<file path="config.mk">
export PLATFORM = sky130hd
export DESIGN_NAME = array_mult_unit
export DESIGN_NICKNAME = d
export VERILOG_FILES = /design/src/rtl/array_mult_unit.sv
export SDC_FILE = /design/constraint.sdc
export NUM_CORES = 1
export LEC_CHECK = 0
export BUFFER_PORTS_ARGS = -buffer_cell sky130_fd_sc_hd__buf_4
export CAP_MARGIN = 0
export CORE_AREA = 2 2 39 41
export DETAILED_ROUTE_END_ITERATION = 10
export DIE_AREA = 0 0 41 43
export HOLD_SLACK_MARGIN = 0.1
export SYNTH_ARGS = -nofsm -noshare
export SYNTH_HDL_FRONTEND = slang
export SYNTH_SLANG_ARGS = --single-unit
</file>
<file path="constraint.sdc">
create_clock -name clk -period 1.25 [get_ports clk]
set_clock_uncertainty 0.2 [all_clocks]
set_input_delay 0.1875 -clock clk [delete_from_list [all_inputs] [get_ports clk]]
set_output_delay 0.1875 -clock clk [all_outputs]
set_load 0.02 [all_outputs]
</file>
<file path="src/rtl/array_mult_unit.sv">
// array_mult_unit: unsigned WIDTH x WIDTH array multiplier with a registered
// product and a valid strobe. The product is built from an AND plane of
// partial products, reduced row by row with full-adder rows in carry-save
// form, and resolved by a final ripple-carry adder.
// Build option: define MULT_PIPE_EN to register the carry-save sum/carry
// vectors ahead of the final adder, which gives 2-cycle latency instead of 1.
// Ports, arithmetic and throughput (one product per cycle) are the same in
// both builds.
module array_mult_unit #(
   parameter int WIDTH = 2
) (
   input  logic                 clk,
   input  logic                 rst,
   input  logic                 in_valid,
   input  logic [WIDTH-1:0]     a,
   input  logic [WIDTH-1:0]     b,
   output logic                 out_valid,
   output logic [2*WIDTH-1:0]   p
);

   localparam int PW = 2 * WIDTH;

   logic [PW-1:0] w_pp [WIDTH];
   logic [PW-1:0] w_sum;
   logic [PW-1:0] w_carry;
   logic [PW-1:0] w_row_s;
   logic [PW-1:0] w_row_c;
   logic [PW-1:0] w_cpa;

   logic [PW-1:0] r_p;
   logic          r_vld;

   // Final carry-propagate adder, written as an explicit full-adder chain.
   function automatic logic [PW-1:0] ripple_add(input logic [PW-1:0] x,
                                                input logic [PW-1:0] y);
      logic          c;
      logic [PW-1:0] s;
      c = 1'b0;
      s = '0;
      for (int k = 0; k < PW; k++) begin
         s[k] = x[k] ^ y[k] ^ c;
         c    = (x[k] & y[k]) | (x[k] & c) | (y[k] & c);
      end
      return s;
   endfunction

   // AND plane: row i holds a & b[i], already shifted to weight 2^i.
   always_comb begin
      for (int i = 0; i < WIDTH; i++) begin
         w_pp[i] = PW'(a & {WIDTH{b[i]}}) << i;
      end
   end

   // Carry-save reduction: each further row is folded in by one row of full
   // adders. Any carry lost off the top would only matter above 2^PW, which
   // the true product never reaches, so the modulo-2^PW sum stays exact.
   always_comb begin
      w_sum   = w_pp[0];
      w_carry = '0;
      w_row_s = '0;
      w_row_c = '0;
      for (int i = 1; i < WIDTH; i++) begin
         w_row_s = w_sum ^ w_carry ^ w_pp[i];
         w_row_c = ((w_sum & w_carry) | (w_sum & w_pp[i]) | (w_carry & w_pp[i])) << 1;
         w_sum   = w_row_s;
         w_carry = w_row_c;
      end
   end

`ifdef MULT_PIPE_EN
   logic [PW-1:0] r_s;
   logic [PW-1:0] r_c;
   logic          r_v1;

   assign w_cpa = ripple_add(r_s, r_c);

   // Two stages: carry-save vectors first, resolved product second. An idle
   // cycle travels as a cleared valid; the data registers simply hold.
   always_ff @(posedge clk) begin
      if (rst) begin
         r_s   <= '0;
         r_c   <= '0;
         r_v1  <= 1'b0;
         r_p   <= '0;
         r_vld <= 1'b0;
      end else begin
         r_v1  <= in_valid;
         if (in_valid) begin
            r_s <= w_sum;
            r_c <= w_carry;
         end
         r_vld <= r_v1;
         if (r_v1) begin
            r_p <= w_cpa;
         end
      end
   end
`else
   assign w_cpa = ripple_add(w_sum, w_carry);

   // Single output register: capture the product when operands are valid,
   // otherwise keep the last product and drop the strobe.
   always_ff @(posedge clk) begin
      if (rst) begin
         r_p   <= '0;
         r_vld <= 1'b0;
      end else begin
         r_vld <= in_valid;
         if (in_valid) begin
            r_p <= w_cpa;
         end
      end
   end
`endif

   assign p         = r_p;
   assign out_valid = r_vld;

endmodule

</file>
-- Word-level counts from Yosys, hierarchy flattened
Cells that the tools add are included.
- bitwise gates (word level): 15
- operator list (cell ; number):
    $and 1x1->1 ; 4
    $and 2x2->2 ; 2
    $xor 1x1->1 ; 4
    $and 2x3->3 ; 1
    $xor 2x3->3 ; 1
    $or 1x1->1 ; 2
    $xor 1x1->1 const A ; 1
- register bits: 5
- input bits: 7
- output and inout bits: 5

-- Longest topological paths before layout
- depth in word-level cells: 7
- gate-level depth with buffers: 5
- mapped depth without buffers: 5

-- Least setup slack after synthesis
OpenSTA, ideal clock, no wires.
- kind: in2reg
- start: input b[0]
- end: register r_p[2], in the netlist p[2]
- arrival time: 0.929 ns
- data required time: 0.936 ns
- path slack: 0.006 ns
- cell stages on the path: 5
- path buffers: 0
- cells stage by stage: and2_1 ha_1 ha_1 mux2i_1 nor2_1
- longest elaborated chain between the ends: 4
- elaborated cells between the ends (all ways): 6
- ends and longest elaborated chain (what ; RTL line ; RTL):
    start: declaration ; 16 ; input logic [WIDTH-1:0] b,
    $and 2x2->2 (*) ; 50 ; w_pp[i] = PW'(a & {WIDTH{b[i]}}) << i;
    $and 2x3->3 or $xor 2x3->3 (tied branches) ; 64, 63 ;
    $xor 1x1->1 or $and 1x1->1 (tied branches) ; 41, 42 ;
    $xor 1x1->1 (*) ; 41 ; s[k] = x[k] ^ y[k] ^ c;
    named net w_cpa[2] ; 28 ; logic [PW-1:0] w_cpa;
    end signal: assignment ; 110 ; r_p <= w_cpa;
    end: declaration ; 30 ; logic [PW-1:0] r_p;
The timed path passes the listed nets; every way through them passes the cells marked *.
A chain may end at the register's enable or synchronous reset.

==> flow_metrics.py <==
metrics = {
    "yosys": {
        "syn-num-nets": 30,
        "synth_top_cells_by_count": "sky130_fd_sc_hd__dfxtp_1, sky130_fd_sc_hd__and2_1, sky130_fd_sc_hd__mux2i_1, sky130_fd_sc_hd__nor2_1, sky130_fd_sc_hd__ha_1",
        "post_synth_instance_area_um2": 230.2,
        "synth_sequential_area_ratio_pct": 43.48,
        "synth_seq_cells": 5,
        "ys.warnings.count": 0,
        "synth-edff-count": 0,
        "synth.area.top_cells": "sky130_fd_sc_hd__dfxtp_1, sky130_fd_sc_hd__mux2i_1, sky130_fd_sc_hd__ha_1",
        "yosys.area.top_type_share_pct": 43.48,
        "syn_area_per_cell_um2": 10.96,
        "async_flop_share_pct": 0,
        "synthesis.instances": 21,
        "synth_most_common_cell": "sky130_fd_sc_hd__dfxtp_1",
        "synth.distinct_cells": 10,
        "top_reg_cell_synth": "sky130_fd_sc_hd__dfxtp_1",
        "synthDominantAreaCellType": "sky130_fd_sc_hd__dfxtp_1",
    },
    "route": {
        "final_antenna_net_count": 0,
        "post_drt_via_cell_ratio": 3.764,
        "detailroute.via_count": 207,
        "met3_length_um": 38,
        "routed_wl_um": 430,
        "drt-met1-wl_um": 182,
        "met2RoutedLength_um": 204,
        "dr.pass1.iters": 1,
        "drt_first_iter_violations": 0,
        "average_detailed_routed_wire_length_per_instance_um": 7.818,
        "route.detailed.drc": 0,
        "top_metal_layer_carrying_routed_signals": "met4",
    },
    "clock_network": {
        "post_cts.repair.setup_buffers": 0,
        "max-clock-path-buffers": 2,
        "clk_transition_reported_paths_ps": 40,
        "latest_clock_arrival_within_the_worst_skew_pair_ps": 240,
        "cts-resized-gates": 0,
        "cts_tree": "yes",
        "tritoncts.num_buffers": 3,
        "clock_tree_root": "sky130_fd_sc_hd__clkbuf_4",
        "cts-htree-levels": 1,
        "cts.sink_count": 5,
        "cts.hold.buffers_added": 4,
    },
    "worst_setup_path": {
        "path_class": "input port to flip-flop",
        "worst_r2r_startpoint": "p[1]",
        "critPathRequiredTime_ps": 1180,
        "crit_fanout": 6,
        "ff2ff_path_depth": 2,
        "timing.critical_path.arrival_ps": 1100,
        "regToRegSetupSlack_ps": 460,
        "endpoint_kind": "flip-flop",
        "crit_path_start_kind": "input port",
        "worst_r2r_endpoint": "p[1]",
    },
    "sta": {
        "maxSlewHeadroom_pct": 91.63,
        "final.period_utilization_pct": 93.63,
        "slew_viol_final": 0,
        "max_freq_mhz": 854.4,
        "report.final.hold_viol_count": 0,
        "post-route-min-period_ps": 1170,
        "setup-violations-final": 0,
        "hold_ws_ps": 233.7,
        "worst-slew-pin-transition_ps": 122.1,
        "unrepaired_setup_endpoints_after_global_routing": "no",
    },
    "power": {
        "totalPowerFinal_uw": 424.3,
        "vdd.ir_drop.worst_mv": 0.4558,
        "power.leakage_uw": 0.0001891,
        "p_per_area_nw_per_um2": 1094,
    },
    "global_routing": {
        "grt-ovfl-total": 0,
        "largest_net_degree_at_the_start_of_global_routing": 7,
        "globalRouteTotalUtil_pct": 6.740,
        "first_global_vias": 183,
        "global_route_wire_length_before_repair_um": 683,
        "grt_antenna_before_repair": 0,
    },
    "floorplanning": {
        "die_y_um": 43,
        "die-width_um": 41,
        "fp.coreArea_um2": 1384,
        "io_pins": 12,
        "initial_core_util_pct": 16.64,
        "num_rows": 14,
        "dieArea_um2": 1763,
    },
    "cells_and_area": {
        "synthToLayoutAreaGrowth_pct": 68.48,
        "filler_cell_count": 149,
        "finalNetCount": 49,
        "antenna_cells": 0,
        "share_of_cells_above_drive_strength_1_pct": 41.03,
    },
    "min_path": {
        "holdPathStages": 5,
        "hold_path_class": "input port to flip-flop",
        "hold_path.startpoint": "b[1]",
        "min_delay_worst_endpoint": "p[1]",
    },
    "place": {
        "placement.io_buffers": 11,
        "globalplace.congestion": 0.6568,
    },
    "job": {
        "max_cap_violations": 0,
    },
    "run_status": {
        "run_status": "finished, final reports clean",
    },
}
==> layout by cell type (no fill, tap or decap), drive strengths merged <==
cell         synthesis  routed
buf                  1      11
dfxtp                5       5
dlygate4sd3          0       4
clkbuf               0       4
and2                 3       3
mux2i                3       3
nor2                 3       3
ha                   2       2
nand2b               1       1
nand3                1       1
a21oi                1       1
nor2b                1       1
==> flip-flops by register name, summed over array words and instances, names as in the netlist <==
| register | cells |
|---|---|
| out_valid | 1 |
| p | 4 |
==> stage by stage <==
stage	cell area (µm²)	util, %	TNS (ps)	instances	setup WS [ps]
after floorplan	230.2	-	0	21	6.415
after global placement	321.6	23.24	-204.5	47	-155.3
after detailed placement	321.6	23.24	-212.1	47	-156.4
after CTS	387.9	28.03	0	55	75.88
after global routing	387.9	28.03	0	55	60.55
final	387.9	28.03	0	55	79.62
==> per-layer routing <==
layer  vias up  GRT usage [%]
met1        91          6.796
met4         0          6.000
met5         -              0
met3         2          7.853
li1        106              -
met2         8          6.875
==> logic make-up (layout without fill, tap and decap cells) <==
family / after synthesis / after routing / share of synthesized area, %
buffers and inverters: 1 / 19 / 4.891
DFF: 5 / 5 / 43.48
adders and majority gates: 2 / 2 / 10.87
AOI/OAI and AO/OA: 1 / 1 / 3.805
muxes: 3 / 3 / 13.04
and+or+nand+nor: 9 / 9 / 23.91
==> power breakdown <==
group | switching, µW | internal (µW)
Combinational | 27.6 | 41.0
Clock | 64.3 | 121
Sequential | 3.74 | 167
==> layout make-up <==
| class | instances | area (µm²) | share of cell area, % |
|---|---|---|---|
| timing repair buffer | 15 | 122.6 | 31.61 |
| multi-input combinational | 15 | 118.9 | 30.65 |
| sequential | 5 | 100.1 | 25.81 |
| clock buffer | 4 | 26.28 | 6.774 |
| tap | 16 | 20.02 | 5.161 |
==> critical path, stage by stage <==
cell and delay (ps):
sky130_fd_sc_hd__dlygate4sd3_1 530, sky130_fd_sc_hd__buf_4 140, sky130_fd_sc_hd__mux2i_1 180, sky130_fd_sc_hd__nor2_1 50
==> how the worst max path moves through the flow <==
stage / slack [ps] / depth (start not counted) / endpoint / from
6_report: 80 / 4 / p[1] / in_valid
5_1_grt: 60 / 1 / p[0] / p[0]
4_1_cts: 80 / 4 / p[1] / in_valid
3_5_place_dp: -160 / 6 / p[2] / b[0]
3_3_place_gp: -160 / 6 / p[2] / b[0]
2_1_floorplan: 6 / 5 / p[2] / b[0]
Note: power is estimated with default switching activity, not from simulation.
